==> config.mk <==
export PLATFORM = sky130hd
export DESIGN_NAME = alu_multiword_sequencer
export DESIGN_NICKNAME = d
export VERILOG_FILES = /design/src/rtl/alu_seq_pkg.sv /design/src/rtl/alu_carry_reg.sv /design/src/rtl/alu_multiword_sequencer.sv
export SDC_FILE = /design/constraint.sdc
export NUM_CORES = 1
export LEC_CHECK = 0
export BUFFER_PORTS_ARGS = -buffer_cell sky130_fd_sc_hd__buf_2
export CORE_MARGIN = 4
export CORE_UTILIZATION = 40
export DETAILED_ROUTE_END_ITERATION = 16
export MAX_ROUTING_LAYER = met4
export PLACE_DENSITY = 0.76
export SYNTH_ARGS = -nofsm -noshare
export SYNTH_HDL_FRONTEND = slang
export SYNTH_HIERARCHICAL = 1
export SYNTH_SLANG_ARGS = --single-unit
==> constraint.sdc <==
create_clock -name clk -period 3.2 [get_ports clk]
set_clock_uncertainty 0.2 [all_clocks]
set_input_delay 0.16 -clock clk [delete_from_list [all_inputs] [get_ports clk]]
set_output_delay 0.16 -clock clk [all_outputs]
set_load 0.02 [all_outputs]
==> src/rtl/alu_seq_pkg.sv <==
// Shared definitions for the multi-word ALU sequencer.
//   state_t : sequencer FSM encoding (IDLE / RUN / DONE)
//   OP_ADD / OP_SUB : encoding of the op_sub command bit
package alu_seq_pkg;

  typedef enum logic [1:0] {
    ST_IDLE = 2'd0,
    ST_RUN  = 2'd1,
    ST_DONE = 2'd2
  } state_t;

  localparam logic OP_ADD = 1'b0;
  localparam logic OP_SUB = 1'b1;

endpackage

==> src/rtl/alu_carry_reg.sv <==
// Single-bit carry storage for the chained ALU slices.
// Updates on the falling edge of clk; asynchronous active-high reset.
//   clk      in  processor clock (state changes on negedge)
//   rst      in  asynchronous active-high reset, clears q
//   seed_en  in  load seed_val (start of a new operation); wins over load_en
//   seed_val in  seed value (1 for SUB, 0 for ADD)
//   load_en  in  capture d (carry-out of the current slice)
//   d        in  carry-out of the current slice
//   q        out stored carry
module alu_carry_reg (
  input  logic clk,
  input  logic rst,
  input  logic seed_en,
  input  logic seed_val,
  input  logic load_en,
  input  logic d,
  output logic q
);

  logic q_q;
  logic q_d;

  always_comb begin
    q_d = q_q;
    if (seed_en) begin
      q_d = seed_val;
    end else if (load_en) begin
      q_d = d;
    end
  end

  always_ff @(negedge clk or posedge rst) begin
    if (rst) begin
      q_q <= 1'b0;
    end else begin
      q_q <= q_d;
    end
  end

  assign q = q_q;

endmodule

==> src/rtl/alu_multiword_sequencer.sv <==
// Sequences an extended-precision ADD/SUB through a single-word ALU,
// one word slice per cycle, chaining carry-out of slice k into slice k+1.
// All state updates on the falling edge of clk; asynchronous active-high rst.
//   start/op_sub/nwords/abort : command interface from the control unit
//   alu_cout                  : carry-out of the slice currently on the ALU
//   alu_en/alu_sub/alu_cin/word_idx : drive the ALU datapath
//   busy/done/err/carry_out   : status back to the control unit
module alu_multiword_sequencer
  import alu_seq_pkg::*;
#(
  parameter int WORDS_MAX = 4,
  parameter int CNT_W     = 3
) (
  input  logic             clk,
  input  logic             rst,
  input  logic             start,
  input  logic             op_sub,
  input  logic [CNT_W-1:0] nwords,
  input  logic             abort,
  input  logic             alu_cout,
  output logic             alu_en,
  output logic             alu_sub,
  output logic             alu_cin,
  output logic [CNT_W-1:0] word_idx,
  output logic             busy,
  output logic             done,
  output logic             carry_out,
  output logic             err
);

  state_t           state_q, state_d;
  logic             sub_q, sub_d;
  logic [CNT_W-1:0] nwords_q, nwords_d;
  logic [CNT_W-1:0] idx_q, idx_d;
  logic             err_q, err_d;
  logic             cout_q, cout_d;

  logic             seed_en;
  logic             seed_val;
  logic             load_en;
  logic             carry_q;

  alu_carry_reg u_carry (
    .clk      (clk),
    .rst      (rst),
    .seed_en  (seed_en),
    .seed_val (seed_val),
    .load_en  (load_en),
    .d        (alu_cout),
    .q        (carry_q)
  );

  always_comb begin
    state_d  = state_q;
    sub_d    = sub_q;
    nwords_d = nwords_q;
    idx_d    = idx_q;
    err_d    = err_q;
    cout_d   = cout_q;
    seed_en  = 1'b0;
    seed_val = (op_sub == OP_SUB);  // SUB is A + ~B + 1: first slice gets cin=1
    load_en  = 1'b0;

    case (state_q)
      ST_IDLE: begin
        // abort beats a simultaneous start
        if (start && !abort) begin
          sub_d    = op_sub;
          nwords_d = nwords;
          idx_d    = '0;
          seed_en  = 1'b1;
          if (nwords == '0 || nwords > CNT_W'(WORDS_MAX)) begin
            // illegal length: report immediately, no ALU cycles
            err_d   = 1'b1;
            cout_d  = 1'b0;
            state_d = ST_DONE;
          end else begin
            err_d   = 1'b0;
            state_d = ST_RUN;
          end
        end
      end
      ST_RUN: begin
        if (abort) begin
          state_d = ST_IDLE;
        end else begin
          load_en = 1'b1;
          if (idx_q == nwords_q - CNT_W'(1)) begin
            cout_d  = alu_cout;
            state_d = ST_DONE;
          end else begin
            idx_d = idx_q + CNT_W'(1);
          end
        end
      end
      ST_DONE: begin
        state_d = ST_IDLE;
      end
      default: begin
        state_d = ST_IDLE;
      end
    endcase
  end

  always_ff @(negedge clk or posedge rst) begin
    if (rst) begin
      state_q  <= ST_IDLE;
      sub_q    <= 1'b0;
      nwords_q <= '0;
      idx_q    <= '0;
      err_q    <= 1'b0;
      cout_q   <= 1'b0;
    end else begin
      state_q  <= state_d;
      sub_q    <= sub_d;
      nwords_q <= nwords_d;
      idx_q    <= idx_d;
      err_q    <= err_d;
      cout_q   <= cout_d;
    end
  end

  // Outputs come from registered state only; start never reaches them.
  // abort in DONE suppresses the completion pulse of that cycle.
  assign alu_en    = (state_q == ST_RUN);
  assign alu_sub   = sub_q;
  assign alu_cin   = carry_q;
  assign word_idx  = idx_q;
  assign busy      = (state_q != ST_IDLE);
  assign done      = (state_q == ST_DONE) && !abort;
  assign err       = done && err_q;
  assign carry_out = cout_q;

endmodule

; ---- Word-level counts from Yosys, hierarchy flattened
; Index checks and enable logic that the tools add are counted.
[op_classes]
reduce_logical = 14
eq_ne = 9
magnitude_cmp = 1
add_sub_neg = 2
muxes = 21
[ops]
columns = cell, n
row1 = $mux 1, 11
row2 = $mux 3, 3
row3 = $mux 2, 4
row4 = $ne 2x2->1 const B, 4
row5 = $pmux 3 s2, 1
row6 = $reduce_bool 2->1, 3
row7 = $reduce_and 5->1, 1
row8 = $pmux 2 s2, 1
row9 = $reduce_and 2->1, 2
row10 = $reduce_and 4->1, 1
row11 = $add 3x1->3 const B, 1
row12 = $eq 3x3->1, 1
row13 = $gt 3x3->1 const B, 1
row14 = $logic_and 1x1->1, 3
row15 = $logic_not 3->1, 1
row16 = $ne 3x2->1 const B, 1
row17 = $sub 3x1->3 const B, 1
row18 = $eq 2x1->1 const B, 1
row19 = $eq 2x2->1 const B, 1
row20 = $logic_not 2->1, 1
row21 = $ne 2x1->1 const B, 1
row22 = $pmux 1 s2, 1
row23 = $logic_not 1->1, 1
row24 = $logic_or 1x1->1, 1
[word_totals]
ff_bits = 12
output_inout_bits = 10
inputBits = 9

; ---- Logic depth before layout (Yosys ltp)
[depth]
word_depth = 5
depth_mapped = 6
depth_no_buf = 6

; ---- Modules after synthesis
; The synthesis kept the hierarchy.
[modules_own_cells]
columns = mod, cells_each, n_inst, area_per_inst_um2, seq_area_each_um2
row1 = alu_multiword_sequencer, 57, 1, 585.6, 275.3
row2 = alu_carry_reg, 5, 1, 47.5, 25.0

==> results.txt <==
The flow ran to the end, and the final reports show no timing, DRC or antenna violations. The core region is 0.00151 mm2. The number of primary I/O pins is 19.

Summing all non-filler instances in the final layout gives an area of 788 um2. The cell sitting at the root of the clock tree is a sky130_fd_sc_hd__clkbuf_4. The routed design has 1180 um of wire. The mean post-synth cell area is 10.2 um2. The total via count in the routed design came out at 498. The data arrival at the endpoint of the critical path is 2770 ps. The count of input and output buffers is 18. The worst setup timing slack at the placement stage is 64.1 ps.

Walking the worst path, the cells encountered are nor2b_4 > buf_2. The area growth from synthesis to layout is 24.5%. The highest fanout seen on the critical path came out at 7. Counting flops with an async set or reset pin after synthesis yields a share of 100%.

The initial standard-cell utilization of the core came out at 42.0%. The maximum ir drop on the vdd rail is 0.282 mV. In this run, distinct cell masters in the synthesized netlist total 24.

The worst flop-to-flop path startpoint is nwords_q[0]. The main flop type after synthesis is sky130_fd_sc_hd__dfrtn_1. The ratio of cells with drive above 1 in the final layout is 35.7%.

The start-to-end type of the worst setup path is reg2out. In the final design database the tool counted 97 nets. The deepest clock path buffer count came out at 2. The leftover overflow at the end of global routing came out at 0. In this run the register-to-register setup slack is 990 ps. The worst hold path begins at err_q.

The max-slew violation count is 0. In this run the cell area measured after placement is 751 um2. After detailed routing, the number of remaining DRC violations is 0. The CTS buffer count came out at 3. The max-capacitance violation count came out at 0. Measured along the y axis, the die boundary spans 47.8 um.

For the worst setup path, the data required time is 2840 ps. Summed over all nets, the half-perimeter wirelength after detailed placement is 963 um. The worst setup path is captured at an output pin. The final worst slack came out at 71.6 ps. The net count after synthesis is 73. In this run the number of H-tree levels came out at 1. The critical register-to-register path endpoint is carry_out. The gate count after technology mapping is 62. In this run the static leakage power is 0.000404 uW. After detailed routing, the average wire length per cell comes to 11.8 um. The number of search-and-repair iterations in the first detailed-routing pass came out at 5. The global-route wire length before repair came out at 1820 um. In this design, the largest share of critical-path delay is due to flip-flops. The final RePlAce weighted congestion is 0.798.

The final-layout fill cell count came out at 144. Clock-pin slew was measured on the worst setup and hold paths at 50 ps. The initial DRC count came out at 5. The worst hold path belongs to the class reg2reg.

The share of the yosys chip area belonging to registers came out at 47.4%. The library cell contributing the largest single delay on the critical path is sky130_fd_sc_hd__dfrtn_1. The total of warnings raised by yosys is 6. The via count of the first global-routing pass is 447. The netlist area before placement is 633 um2. At the pin with the least slew margin, the transition time is 582 ps. The number of synthesized register bits is 12. The end point of the worst hold path is err_q. The chip width is 47.8 um. The worst setup path is launched from a register.

Setup violations remaining at the end of the flow were counted as 0. The count of cells along the worst hold path is 1. The standard-cell row count came out at 14.

Counting both buffers and inverters, the worst setup path holds a total of 1. The number of nets still failing antenna checks after routing is 0. The largest incremental delay on the critical path came out at 510 ps. Measured in cells, the most critical reg-to-reg path has a length of 6. The area enclosed by the die boundary came out at 0.00228 mm2.

The repair_antennas step left the layout with diodes totalling 0. In the routed layout, each cell is associated on average with a via count of 4.98. The number of antenna violations at the first check in global routing is 0. The normalized max-slew margin came out at 60.7%. TritonCTS built the clock tree. The insertion delay to the later sink of the worst-skew pair is 270 ps. The count of hold buffers inserted by post-cts repair is 0. The power density of the placed cells is 647 mW/mm2. The maximum number of pins on one net before global-route repair is 13. In this run, synthesis inferred 0 flip-flops with an integrated enable. The number of clock sinks seen by CTS came out at 12. The number of failing hold endpoints at the final stage is 0. The global-route usage over all layers came out at 12.3%.
state kept, by name, indices dropped and copies added (netlist names):
signal and flops:
word_idx 3, state_q 2, nwords_q 3, u_carry/q 1, alu_sub 1, err_q 1, carry_out 1
report_power, final:
part           internal (uW)  total (uW)  switching (uW)
registers                192         219            27.6
clock network           43.5        87.7            44.2
logic                   93.9         203             109
total                    329         510             181
placed cells by master, fill, tap and decap left out, types with 2 or more instances in the layout:
master | netlist | routed
sky130_fd_sc_hd__buf_2 | 1 | 18
sky130_fd_sc_hd__dfrtn_1 | 12 | 12
sky130_fd_sc_hd__nand2_1 | 8 | 8
sky130_fd_sc_hd__o21ai_0 | 7 | 7
sky130_fd_sc_hd__inv_1 | 6 | 6
sky130_fd_sc_hd__xnor2_1 | 3 | 3
sky130_fd_sc_hd__nor2_1 | 3 | 3
sky130_fd_sc_hd__clkbuf_4 | 0 | 3
sky130_fd_sc_hd__and2_1 | 2 | 2
sky130_fd_sc_hd__nor4b_1 | 2 | 2
sky130_fd_sc_hd__mux2_2 | 2 | 2
sky130_fd_sc_hd__ha_1 | 2 | 2
sky130_fd_sc_hd__buf_4 | 0 | 2
worst reg2reg max path: cells and delay by family (launching register included):
kind | cells | cell delay (ps)
flops | 1 | 420
compound gates | 2 | 410
xor+xnor | 1 | 370
simple gates | 1 | 370
fa+ha+maj | 1 | 200
buf+inv | 1 | 60
layer usage:
metal / wire length [um] / track usage [%] / vias to the layer above
met5: 0 / - / -
met1: 545 / 14.7 / 226
met2: 549 / 18.7 / 13
met4: 16 / 8.06 / 0
met3: 65 / 2.26 / 2
li1: - / - / 257
kinds of logic (layout without fill, tap and decap cells):
kind of cell / count (synthesis) / after routing / share of synthesized area [%]
AOI/OAI and AO/OA: 13 / 13 / 13.2
muxes: 3 / 3 / 5.14
xor gates and xnor gates: 4 / 4 / 7.91
buffers and inverters: 7 / 29 / 4.35
and+or+nand+nor: 21 / 21 / 18.0
DFF: 12 / 12 / 47.4
adders and majority gates: 2 / 2 / 3.95
stage by stage:
stage,util (%),TNS (ps),std cells,total power [uW],hold WS [ps]
finish,52.3,0,100,510,240
global route,52.3,-7.67,100,547,260
CTS,51.5,0,99,514,246
detailed placement,49.8,0,96,422,246
global placement,49.8,0,96,419,244
floorplan,-,0,62,366,173
what timing repair did:
action                     in CTS  in global routing
gates resized for setup         1                  1
setup endpoints to repair       1                  2
buffers inserted                0                  1
how the worst max path moves through the flow:
| stage | start | cells after the start | slack, ps | endpoint |
|---|---|---|---|---|
| 2_1_floorplan | state_q[1] | 2 | 140 | err |
| 4_1_cts | state_q[1] | 3 | 5 | err |
| 3_3_place_gp | abort | 4 | 130 | nwords_q[2] |
| 5_1_grt | state_q[0] | 3 | -8 | err |
| 3_5_place_dp | abort | 4 | 60 | nwords_q[2] |
| 6_report | state_q[0] | 2 | 70 | alu_en |
cell usage after synthesis, types with 2 or more instances:
library cell | n | area (um2)
sky130_fd_sc_hd__nor2_1 | 3 | 11.3
sky130_fd_sc_hd__and2_1 | 2 | 12.5
sky130_fd_sc_hd__dfrtn_1 | 12 | 300
sky130_fd_sc_hd__xnor2_1 | 3 | 26.3
sky130_fd_sc_hd__ha_1 | 2 | 25.0
sky130_fd_sc_hd__nor2b_1 | 2 | 12.5
sky130_fd_sc_hd__o21ai_0 | 7 | 35.0
sky130_fd_sc_hd__nor4b_1 | 2 | 17.5
sky130_fd_sc_hd__inv_1 | 6 | 22.5
sky130_fd_sc_hd__nand2_1 | 8 | 30.0
sky130_fd_sc_hd__mux2_2 | 2 | 22.5
area by class of cell:
cell class | instances | area, um2 | area share (%)
Inverter | 6 | 22.5 | 2.86
Tap cell | 16 | 20.0 | 2.54
Clock buffer | 3 | 22.5 | 2.86
Timing Repair Buffer | 20 | 105 | 13.3
Sequential cell | 12 | 300 | 38.1
Multi-Input combinational cell | 43 | 318 | 40.3
(Power assumes the default switching activity.)
